`src/rtl/mem_access_master.sv`:
```
// Initiator for the word-indexed main-memory port: one outstanding load/store at a time,
// registered memory strobes and a registered valid/ready response channel.
module mem_access_master #(
   parameter int unsigned MEM_DEPTH    = 8192,
   parameter int unsigned READ_LATENCY = 1
) (
   input  logic        clk,
   input  logic        resetN,
   input  logic        reqValid,
   output logic        reqReady,
   input  logic        reqWrite,
   input  logic [31:0] reqAddr,
   input  logic [31:0] reqWData,
   output logic        respValid,
   input  logic        respReady,
   output logic [31:0] respRData,
   output logic        respError,
   output logic [31:0] memAddress,
   output logic        memReadEnable,
   output logic        memWriteEnable,
   output logic [31:0] memDataIn,
   input  logic [31:0] memDataOut,
   output logic        busy
);

   typedef enum logic [1:0] {StIdle, StRead, StWrite, StResp} state_e;

   state_e      state_q, state_d;
   logic [3:0]  cnt_q, cnt_d;
   logic        req_ready_q, req_ready_d;
   logic        resp_valid_q, resp_valid_d;
   logic [31:0] resp_rdata_q, resp_rdata_d;
   logic        resp_error_q, resp_error_d;
   logic [31:0] mem_address_q, mem_address_d;
   logic        mem_re_q, mem_re_d;
   logic        mem_we_q, mem_we_d;
   logic [31:0] mem_din_q, mem_din_d;
   logic        busy_q, busy_d;

   logic [31:0] word_idx;
   logic        req_err;

   // Full 32-bit index compare so high addresses never wrap into range.
   assign word_idx = reqAddr >> 2;
   assign req_err  = (reqAddr[1:0] != 2'b00) || (word_idx >= MEM_DEPTH);

   // Next-state and registered-output computation.
   always_comb begin
      state_d       = state_q;
      cnt_d         = cnt_q;
      resp_rdata_d  = resp_rdata_q;
      resp_error_d  = resp_error_q;
      mem_address_d = mem_address_q;
      mem_din_d     = mem_din_q;
      mem_re_d      = 1'b0;
      mem_we_d      = 1'b0;

      case (state_q)
         StIdle: begin
            if (reqValid && req_ready_q) begin
               resp_rdata_d = '0;
               if (req_err) begin
                  // Errors never touch memory.
                  state_d      = StResp;
                  resp_error_d = 1'b1;
               end else begin
                  resp_error_d  = 1'b0;
                  mem_address_d = word_idx;
                  if (reqWrite) begin
                     state_d   = StWrite;
                     mem_we_d  = 1'b1;
                     mem_din_d = reqWData;
                  end else begin
                     state_d  = StRead;
                     mem_re_d = 1'b1;
                     cnt_d    = 4'(READ_LATENCY);
                  end
               end
            end
         end
         StRead: begin
            if (cnt_q <= 4'd1) begin
               state_d      = StResp;
               resp_rdata_d = memDataOut;
            end else begin
               cnt_d    = cnt_q - 4'd1;
               mem_re_d = 1'b1;
            end
         end
         StWrite: begin
            state_d = StResp;
         end
         StResp: begin
            if (respReady) state_d = StIdle;
         end
         default: state_d = StIdle;
      endcase

      req_ready_d  = (state_d == StIdle);
      resp_valid_d = (state_d == StResp);
      busy_d       = (state_d != StIdle);
   end

   // State and output registers with synchronous active-low reset.
   always_ff @(posedge clk) begin
      if (!resetN) begin
         state_q       <= StIdle;
         cnt_q         <= '0;
         req_ready_q   <= 1'b0;
         resp_valid_q  <= 1'b0;
         resp_rdata_q  <= '0;
         resp_error_q  <= 1'b0;
         mem_address_q <= '0;
         mem_re_q      <= 1'b0;
         mem_we_q      <= 1'b0;
         mem_din_q     <= '0;
         busy_q        <= 1'b0;
      end else begin
         state_q       <= state_d;
         cnt_q         <= cnt_d;
         req_ready_q   <= req_ready_d;
         resp_valid_q  <= resp_valid_d;
         resp_rdata_q  <= resp_rdata_d;
         resp_error_q  <= resp_error_d;
         mem_address_q <= mem_address_d;
         mem_re_q      <= mem_re_d;
         mem_we_q      <= mem_we_d;
         mem_din_q     <= mem_din_d;
         busy_q        <= busy_d;
      end
   end

   assign reqReady       = req_ready_q;
   assign respValid      = resp_valid_q;
   assign respRData      = resp_rdata_q;
   assign respError      = resp_error_q;
   assign memAddress     = mem_address_q;
   assign memReadEnable  = mem_re_q;
   assign memWriteEnable = mem_we_q;
   assign memDataIn      = mem_din_q;
   assign busy           = busy_q;

endmodule
```
`config.mk`:
```
export PLATFORM = sky130hd
export DESIGN_NAME = mem_access_master
export DESIGN_NICKNAME = d
export VERILOG_FILES = /design/src/rtl/mem_access_master.sv
export SDC_FILE = /design/constraint.sdc
export NUM_CORES = 1
export LEC_CHECK = 0
export ABC_AREA = 1
export BUFFER_PORTS_ARGS = -buffer_cell sky130_fd_sc_hd__buf_2
export CORE_ASPECT_RATIO = 1.1
export CORE_MARGIN = 5
export CORE_UTILIZATION = 49
export CTS_CLUSTER_SIZE = 12
export DETAILED_ROUTE_END_ITERATION = 10
export HOLD_SLACK_MARGIN = 0.12
export MAX_ROUTING_LAYER = met4
export PLACE_DENSITY = 0.85
export SLEW_MARGIN = 25
export SYNTH_ARGS = -nofsm -noshare
export SYNTH_HDL_FRONTEND = slang
export SYNTH_SLANG_ARGS = --single-unit
export TNS_END_PERCENT = 10
```
`constraint.sdc`:
```
create_clock -name clk -period 2.2 [get_ports clk]
set_input_delay 0.11 -clock clk [delete_from_list [all_inputs] [get_ports clk]]
set_output_delay 0.11 -clock clk [all_outputs]
set_load 0.03 [all_outputs]
```
==> impl_metrics.csv, run 1 <==
group,metric,value,unit
clock_network,htreeDepth,3,
layout,fill_cells,576,
clock_network,cts.path.max_buffers,2,
run,drv_cap,0,
routing,dr.pass1.iters,5,
synthesis,yosysWarnings,0,
clock_network,cts.sinks,106,
synthesis,syn_area,4010,sq um
routing,drc_errors,0,
routing,wl_per_cell,14.4,um
floorplan,core_area,7960,sq um
floorplan,die-area,10100,sq um
grt,first_global_vias,4376,
routing,drt-initial-drc-count,241,
sta,rsz0062_at_grt,"false",
sta,hold_viol,0,
synthesis,synth_top_area_share,53.0,%
layout,final_cells,872,
synthesis,syn_area_per_cell,8.09,sq um
placed_design,place_ws,0.480,ns
sta,setup-tns-final,0,ns
floorplan,die_y,105,um
power_and_ir_drop,leakagePower,3.09,nW
routing,routed_wl,12600,um
synthesis,synthTopCellsByArea,"dfxtp_1 (53%), nor2_1 (9.5%), a21oi_1 (6.0%), o21ai_0 (5.7%), nor2_2 (4.8%)",
sta,slew_viol_final,0,
routing,via_count,4323,
placed_design,portBuffers,200,
power_and_ir_drop,power,5.65,mW
floorplan,die_w,96.2,um
worst_setup_path,worstPathRequired,2.49,ns
clock_network,clk_pin_slew_worst_paths,0.10,ns
synthesis,synth_cell_types,28,
sta,worst_slew_pin_slew,0.522,ns
sta,fin_crit,1.81,ns
sta,worst_slack,0.392,ns
synthesis,synthArstFlopShare,0,%
placed_design,dp_hpwl,7850,um
synthesis,yosysTopAreaCell,"dfxtp_1",
sta,setup_viol,0,
clock_network,post_cts_resized,0,
power_and_ir_drop,ir_drop,0.888,mV
layout,drive_gt1_share,34.6,%
grt,grt_util_all_layers,25.4,%
grt,antenna_found_initial,0,
placed_design,dp_cells,777,
synthesis,ys.flop_type,"dfxtp_1",
clock_network,cts_buffers,9,
layout,final_nets,860,
power_and_ir_drop,power_density,946,nW/um^2
worst_setup_path,cp.arrival,2.10,ns
synthesis,ys_ff_latch,106,
grt,grt-ovfl-total,0,
floorplan,ios,203,
clock_network,cts_tree,"yes",
synthesis,synth_common_cells,"dfxtp_1 (106), nor2_1 (101), a21oi_1 (48)",
outcome,status,"complete, no violations",
floorplan,initial_core_util,50.3,%
worst_setup_path,end_kind,"register",
synthesis,synth-edff-count,0,
worst_setup_path,startpoint_type,"register",
placed_design,gp_congestion,0.773,
sta,min_period_over_period,82.2,%
worst_hold_path,hold_class,"primary input to register",
clock_network,cts_root_buffer,"clkbuf_8",
synthesis,syn_inst,495,
sta,relSlewSlack,65.2,%
clock_network,clk_latency,0.35,ns
grt,grt_pass1_wl,20200,um
routing,vias_per_cell,4.96,
synthesis,yosysSeqAreaShare,53.0,%
worst_setup_path,crit_fanout,32,
floorplan,rows,34,
layout,area_delta_synth_final,49.1,%
synthesis,synth.most_common_cell,"dfxtp_1",
routing,detail-route-antenna-nets,0,
grt,grt_max_degree,100,
sta,clock_skew,0.0115,ns
sta,fmax,553,MHz
worst_setup_path,crit_type,"register to register",
[layout make-up]
cell class / count / area [sq um] / area share [%]
well taps: 108 / 135 / 2.26
diodes: 2 / 5.00 / 0.0838
clock buffers: 9 / 124 / 2.07
repair buffers: 284 / 1840 / 30.7
inverters: 32 / 123 / 2.05
multi-input cells: 324 / 1570 / 26.4
flip-flops and latches: 106 / 2120 / 35.5
clock inverters: 7 / 53.8 / 0.901
[report_power, final]
part | total, mW | internal [mW] | leakage [nW] | switching, mW
combinational | 2.16 | 0.668 | 2.15 | 1.49
sequential | 2.42 | 2.24 | 0.860 | 0.171
clock | 1.07 | 0.417 | 0.0818 | 0.655
[repair_timing]
action | 4_1_cts | 5_1_grt
buffers inserted | 0 | 0
hold buffers | 77 | 0
hold endpoints to repair | 77 | 0
[cells by family after synthesis]
group	count (synthesis)	share of synthesized area, %
AOI/OAI and AO/OA	126	15.7
xor gates and xnor gates	2	0.437
other	1	0.0936
and+or+nand+nor	192	22.3
adders and majority gates	2	0.625
DFF	106	53.0
buffers and inverters	66	7.81
[cell usage in the layout (no fill, tap or decap), types with 26 or more instances in the layout]
cell             n
nor2_1         101
a21oi_1         48
dlygate4sd3_1   77
inv_1           28
nor2_2          31
nand2_1         26
o21ai_1         32
dfxtp_1        106
buf_2          200
o21ai_0         46
[state kept, by name, indices dropped and copies added, names as in the netlist, 2 cells and up]
register and count:
cnt_q 4, respRData 32, memAddress 30, memDataIn 32
state_q 2
[worst max-delay path, cell delays in order (launching register included)]
cell     delay [ns]
dfxtp_1        0.36
inv_2          0.06
nor2_2         0.41
nand2_1        0.18
nand2_1        0.13
buf_4          0.29
o21ai_0        0.18
nor2_1         0.15
[path summary, 6_finish.rpt]
check | endpoint | slack, ns | cells after the start | from
worst max-delay path | respRData[7] | 0.39 | 7 | state_q[0]
worst min register to register | memAddress[16] | 0.44 | 2 | memAddress[16]
worst max register to register | respRData[7] | 0.39 | 7 | state_q[0]
worst min-delay path | reqReady | 0.18 | 5 | respReady
[stage by stage]
stage / instance area, sq um / hold WS (ns) / util, %
floorplan: 4010 / 0.238 / -
global placement: 5020 / 0.336 / 63.1
detailed placement: 5020 / 0.339 / 63.1
CTS: 5970 / 0.165 / 75.0
global route: 5970 / 0.200 / 75.0
finish: 5970 / 0.178 / 75.1
[per-layer routing]
| metal | up-vias | part of all wire (%) | routed length [um] | global-route usage [%] |
|---|---|---|---|---|
| met2 | 208 | 52 | 6530 | 44.9 |
| met1 | 1951 | 37 | 4660 | 26.5 |
| met4 | 0 | 4.1 | 515 | 12.6 |
| met3 | 47 | 7.1 | 890 | 4.46 |
| met5 | - | 0 | 0 | - |
| li1 | 2117 | - | - | - |
No activity file was read; power rests on OpenSTA's default activity.
==> run 2: changes to the inputs <==
--- a/config.mk
+++ b/config.mk
@@ -9,12 +9,12 @@
 export BUFFER_PORTS_ARGS = -buffer_cell sky130_fd_sc_hd__buf_2
 export CORE_ASPECT_RATIO = 1.1
 export CORE_MARGIN = 5
-export CORE_UTILIZATION = 49
+export CORE_UTILIZATION = 41
 export CTS_CLUSTER_SIZE = 12
 export DETAILED_ROUTE_END_ITERATION = 10
 export HOLD_SLACK_MARGIN = 0.12
 export MAX_ROUTING_LAYER = met4
-export PLACE_DENSITY = 0.85
+export PLACE_DENSITY = 0.76
 export SLEW_MARGIN = 25
 export SYNTH_ARGS = -nofsm -noshare
 export SYNTH_HDL_FRONTEND = slang
==> constraint.sdc (replaced) <==
create_clock -name clk -period 1.5 [get_ports clk]
set_input_delay 0.075 -clock clk [delete_from_list [all_inputs] [get_ports clk]]
set_output_delay 0.075 -clock clk [all_outputs]
set_load 0.03 [all_outputs]
==> impl_metrics.csv, run 2 (synthesized netlist as in run 1, its figures left out) <==
group,metric,value,unit
routing,wl_per_cell,14.6,um
sta,setup_viol,0,
worst_setup_path,worstPathRequired,1.77,ns
layout,multi_input_area,1620,sq um
placed_design,dp_hpwl,7790,um
layout,final_common_cell,"buf_2",
layout,design_area,6210,sq um
worst_setup_path,crit_family,"simple AND/OR/NAND/NOR gates",
worst_hold_path,hold_class,"primary input to register",
sta,rsz0062_at_grt,"true",
placed_design,postPlaceCellArea,5110,sq um
grt,grt_max_degree,100,
clock_network,cts_buffers,9,
routing,drt-initial-drc-count,192,
clock_network,htreeDepth,3,
worst_setup_path,crit_type,"register to register",
placed_design,gp_congestion,0.841,
floorplan,initial_core_util,42.4,%
sta,hold_viol,0,
worst_setup_path,crit_fanout,16,
placed_design,dp_cells,792,
worst_setup_path,path_depth,10,
worst_setup_path,r2r-end,"respRData[15]",
layout,fill_cells,733,
sta,worst_slack,0.0214,ns
worst_setup_path,slowest_stage,"dfxtp_2",
sta,fmax,676,MHz
layout,final_nets,870,
worst_setup_path,critPathMaxStageDelay,0.33,ns
clock_network,cts.sinks,106,
worst_setup_path,crit_end,"respRData[15]",
floorplan,die_y,114,um
worst_setup_path,end_kind,"register",
worst_setup_path,r2r_slack,0.02,ns
routing,detail-route-antenna-nets,0,
layout,antenna_cells,0,
sta,clock_skew,0.0108,ns
routing,via_count,4362,
floorplan,ios,203,
worst_setup_path,cp-startpoint,"cnt_q[1]",
worst_setup_path,r2r-start,"cnt_q[1]",
routing,vias_per_cell,4.91,
routing,dr.pass1.iters,4,
worst_setup_path,rr_worst_depth,10,
worst_setup_path,crit_top_cell,"nor2_1",
clock_network,cts_tree,"yes",
floorplan,die_w,104,um
grt,grt-ovfl-total,0,
worst_setup_path,crit_buf_inv,3,
layout,layout_common_cells,"buf_2 (200), dfxtp_1 (101), nor2_1 (100), dlygate4sd3_1 (79), o21ai_1 (50)",
grt,first_global_vias,4278,
floorplan,core_area,9440,sq um
run,drv_cap,0,
layout,drive_gt1_share,37.6,%
clock_network,clk_pin_slew_worst_paths,0.10,ns
sta,setup-tns-final,0,ns
outcome,status,"complete, no violations",
clock_network,cts.path.max_buffers,2,
placed_design,portBuffers,200,
sta,fin_crit,1.48,ns
power_and_ir_drop,leakagePower,3.18,nW
layout,area_delta_synth_final,55.1,%
power_and_ir_drop,power_density,1450,nW/um^2
clock_network,cts_root_buffer,"clkbuf_8",
sta,slew_viol_final,0,
routing,drc_errors,0,
floorplan,rows,37,
grt,grt_pass1_wl,20300,um
placed_design,place_ws,-0.112,ns
worst_setup_path,cp_cell_sequence,"inv_2 -> ha_2 -> nor2_2 -> nor2_1 -> nand2_1 -> nand2_4 -> inv_6 -> clkbuf_16 -> a21oi_1 -> nor2_1",
worst_setup_path,startpoint_type,"register",
routing,routed_wl,13000,um
power_and_ir_drop,ir_drop,1.07,mV
layout,final_cells,889,
floorplan,die-area,11800,sq um
grt,grt_util_all_layers,21.4,%
worst_setup_path,cp.arrival,1.75,ns
sta,min_period_over_period,98.6,%
clock_network,clk_latency,0.37,ns
layout,register_area,2130,sq um
grt,antenna_found_initial,0,
[run 2: worst min-delay path: stages]
cell and delay, ns:
buf_2 0.09, nand2_1 0.10, nor2_4 0.07, nor2_1 0.08, nor2_1 0.05
[run 2: layout make-up]
class | instances | share of cell area [%]
sequential | 106 | 34.3
inverter | 32 | 2.09
clock buffer | 12 | 2.34
tap | 117 | 2.36
timing repair buffer | 294 | 32.0
clock inverter | 4 | 0.826
multi-input combinational | 324 | 26.1
[run 2: report_power, final]
part | internal [mW] | leakage [nW] | switching, mW
clock | 0.820 | 0.0966 | 0.938
sequential | 3.30 | 0.862 | 0.249
combinational | 1.32 | 2.22 | 2.38
[run 2: through the flow]
step / hold WS, ns / power (mW) / utilization (%)
after detailed placement: 0.308 / 6.73 / 54.2
final: 0.148 / 9.01 / 65.8
after CTS: 0.146 / 8.66 / 64.7
after global placement: 0.296 / 6.65 / 54.2
after floorplan: 0.203 / 5.66 / -
after global routing: 0.173 / 9.54 / 65.8
[run 2: worst min-delay path by stage]
| stage | from | endpoint | slack (ns) | cells after the start |
|---|---|---|---|---|
| 6_report | reqValid | respError | 0.15 | 5 |
| 5_1_grt | reqValid | respError | 0.17 | 5 |
| 4_1_cts | reqValid | respError | 0.15 | 5 |
| 3_5_place_dp | memDataOut[14] | respRData[14] | 0.31 | 3 |
| 3_3_place_gp | reqWData[1] | memDataIn[1] | 0.30 | 3 |
| 2_1_floorplan | reqWData[10] | memDataIn[10] | 0.20 | 2 |
[run 2: repair_timing]
action	CTS	global route
endpoints found under the setup margin	36	83
pin swaps	0	3
hold buffers	79	0
hold endpoints to repair	78	0
setup buffers	0	0
resized for setup	8	33
cloned	0	2
[run 2: layer usage]
layer | share of wire, % | track usage, % | routed length [um]
met1 | 39 | 22.4 | 5060
met2 | 50 | 36.4 | 6480
met3 | 6.8 | 6.45 | 886
met4 | 4.2 | 11.1 | 544
met5 | 0 | - | 0
==> run 3: changes to the inputs <==
--- a/config.mk
+++ b/config.mk
@@ -5,9 +5,9 @@
 export SDC_FILE = /design/constraint.sdc
 export NUM_CORES = 1
 export LEC_CHECK = 0
-export ABC_AREA = 1
+export ABC_AREA = 0
 export BUFFER_PORTS_ARGS = -buffer_cell sky130_fd_sc_hd__buf_2
-export CORE_ASPECT_RATIO = 1.1
+export CORE_ASPECT_RATIO = 0.7
 export CORE_MARGIN = 5
 export CORE_UTILIZATION = 41
 export CTS_CLUSTER_SIZE = 12
==> impl_metrics.csv, run 3 <==
group,metric,value,unit
synthesis,syn_area_per_cell,8.66,sq um
sta,min_period_over_period,106,%
synthesis,yosysWarnings,0,
synthesis,synth_top_family_by_area,"simple AND/OR/NAND/NOR gates",
routing,via_count,4846,
floorplan,ios,203,
floorplan,core_area,9680,sq um
worst_hold_path,holdPathEnd,"state_q[0]",
layout,utilization,70.9,%
grt,grt_pass1_wl,23300,um
floorplan,die_y,93.4,um
synthesis,yosysSeqAreaShare,52.2,%
power_and_ir_drop,power,7.96,mW
sta,worst_slack,-0.0837,ns
synthesis,syn_inst,470,
sta,hold_viol,0,
floorplan,die-area,12000,sq um
sta,slew_viol_final,0,
synthesis,synth-edff-count,0,
grt,met1_usage,30.1,%
worst_setup_path,end_kind,"register",
worst_setup_path,rr_worst_depth,7,
run,drv_cap,0,
grt,grt_max_degree,44,
floorplan,initial_core_util,42.0,%
worst_setup_path,startpoint_type,"register",
worst_setup_path,r2r-start,"cnt_q[1]",
layout,antenna_cells,0,
worst_setup_path,r2r-end,"respRData[18]",
layout,area_delta_synth_final,68.6,%
worst_setup_path,cp.arrival,1.80,ns
placed_design,gp_congestion,0.879,
floorplan,die_w,129,um
synthesis,synth_common_cells,"dfxtp_1 (106), a21oi_1 (82), nand3_1 (49)",
synthesis,synth-simple-area-share,22.0,%
power_and_ir_drop,ir_drop,0.929,mV
layout,layout_common_cells,"buf_2 (200), dfxtp_1 (102), dlygate4sd3_1 (79), a21oi_1 (57), nand2_1 (35)",
outcome,violations,"negative setup slack",
clock_network,cts.sinks,106,
synthesis,ys_ff_latch,106,
routing,dr.pass1.iters,5,
worst_setup_path,r2r_slack,-0.08,ns
layout,final_common_cell,"buf_2",
synthesis,synth_compound_area_share,18.7,%
synthesis,syn_area,4070,sq um
sta,fin_crit,1.58,ns
placed_design,dp_hpwl,9190,um
synthesis,synth.most_common_cell,"dfxtp_1",
sta,setup_viol,56,
routing,vias_per_cell,5.49,
clock_network,cts_tree,"yes",
clock_network,clk_latency,0.34,ns
clock_network,cts.path.max_buffers,2,
clock_network,cts_buffers,9,
worst_hold_path,hold_class,"primary input to register",
routing,detail-route-antenna-nets,0,
worst_setup_path,worstPathRequired,1.72,ns
clock_network,htreeDepth,3,
sta,rsz0062_at_grt,"true",
synthesis,ys.flop_type,"dfxtp_1",
outcome,status,"complete, but fails checks",
grt,grt_util_all_layers,24.6,%
worst_hold_path,holdPathStages,4,
grt,use_met3,5.19,%
synthesis,synthXorXnorAreaFrac,0.431,%
worst_setup_path,crit_type,"register to register",
synthesis,synth_cell_types,38,
placed_design,portBuffers,200,
grt,grt.busiest_layer,"met2",
clock_network,clk_pin_slew_worst_paths,0.07,ns
clock_network,cts_root_buffer,"clkbuf_16",
synthesis,synthAdderAreaFrac,0.615,%
grt,first_global_vias,4721,
grt,antenna_found_initial,0,
layout,final_nets,853,
layout,drive_gt1_share,42.3,%
worst_hold_path,worstHoldStart,"reqAddr[1]",
synthesis,synthTopCellsByArea,"dfxtp_1 (52%), a21oi_1 (10%), nand3_1 (6.0%), o21ai_0 (5.5%), nand4_1 (5.1%)",
sta,clock_skew,0.0106,ns
synthesis,synthArstFlopShare,0,%
sta,fmax,631,MHz
routing,drc_errors,0,
worst_setup_path,crit_fanout,6,
synthesis,synth_mux_area_share,0,%
routing,routed_wl,15700,um
floorplan,rows,30,
power_and_ir_drop,power_density,1160,nW/um^2
routing,wl_per_cell,17.8,um
synthesis,yosysTopAreaCell,"dfxtp_1",
grt,met2_usage,41.6,%
power_and_ir_drop,leakagePower,2.98,nW
grt,grt-ovfl-total,0,
routing,drt-initial-drc-count,279,
synthesis,synth_top_area_share,52.2,%
run 3: cell count changes after synthesis, moves of 13 or more:
| cell | delta |
|---|---|
| nand2_1 | +13 |
| nor2_1 | -97 |
| nand4_1 | +32 |
| and3_1 | +18 |
| inv_1 | -24 |
| nor2_2 | -31 |
| nand3_1 | +27 |
| o21ai_1 | -28 |
| a21oi_1 | +34 |
run 3: worst max-delay path by stage:
stage	endpoint	cells after the start	slack, ns	start
floorplan	memAddress[20]	7	0.003	reqReady
global placement	respRData[22]	7	-0.002	cnt_q[1]
detailed placement	respRData[30]	7	-0.07	cnt_q[0]
CTS	respRData[12]	7	-0.05	cnt_q[0]
global route	respRData[15]	7	-0.17	state_q[0]
finish	respRData[18]	7	-0.08	cnt_q[1]
run 3: final cells by class:
type	instances	area, sq um
Clock buffer	10	239
Clock inverter	6	47.5
Fill cell	707	2820
Inverter	4	15.0
Multi-Input combinational cell	313	1960
Sequential cell	106	2130
Tap cell	128	160
Timing Repair Buffer	316	2310
run 3: critical path, cell delays in order, from the launching register on:
cell,delay (ns)
dfxtp_2,0.34
inv_2,0.05
ha_2,0.17
or2_4,0.27
a31o_4,0.30
buf_16,0.15
nand3_1,0.10
a21oi_2,0.07
run 3: cells by family (layout without fill, tap and decap cells):
| logic type | count (synthesis) | count (layout) |
|---|---|---|
| compound gates | 143 | 143 |
| xor+xnor | 2 | 2 |
| fa+ha+maj | 2 | 2 |
| buf+inv | 52 | 336 |
| flops | 106 | 106 |
| other cells | 1 | 2 |
| simple gates | 164 | 164 |
run 3: timing repair:
| action | in CTS | in global routing |
|---|---|---|
| hold endpoints to repair | 81 | 0 |
| cloned | 2 | 4 |
| hold buffers | 79 | 0 |
| setup buffers | 0 | 2 |
| resized for setup | 36 | 55 |
| pin swaps | 14 | 61 |
| endpoints found under the setup margin | 48 | 102 |
run 3: power by group:
part           internal, mW  switching (mW)  total, mW
clock network          1.19            1.06       2.25
logic                  1.17            1.47       2.65
registers              2.97          0.0907       3.06
run 3: per-layer routing:
metal | wire [um] | share of wire, %
met5 | 0 | 0
met4 | 280 | 1.8
met3 | 1340 | 8.5
met2 | 7790 | 50
met1 | 6320 | 40
run 3: stage by stage:
stage	std cells	setup TNS, ns	hold slack (ns)	instance area [sq um]	setup WS (ns)
detailed placement	780	-1.68	0.342	5370	-0.0726
finish	883	-2.11	0.206	6860	-0.0837
floorplan	471	0	0.227	4140	0.00260
global route	883	-6.69	0.200	6860	-0.171
global placement	780	-0.0158	0.331	5370	-0.00214
CTS	877	-1.29	0.154	6630	-0.0495
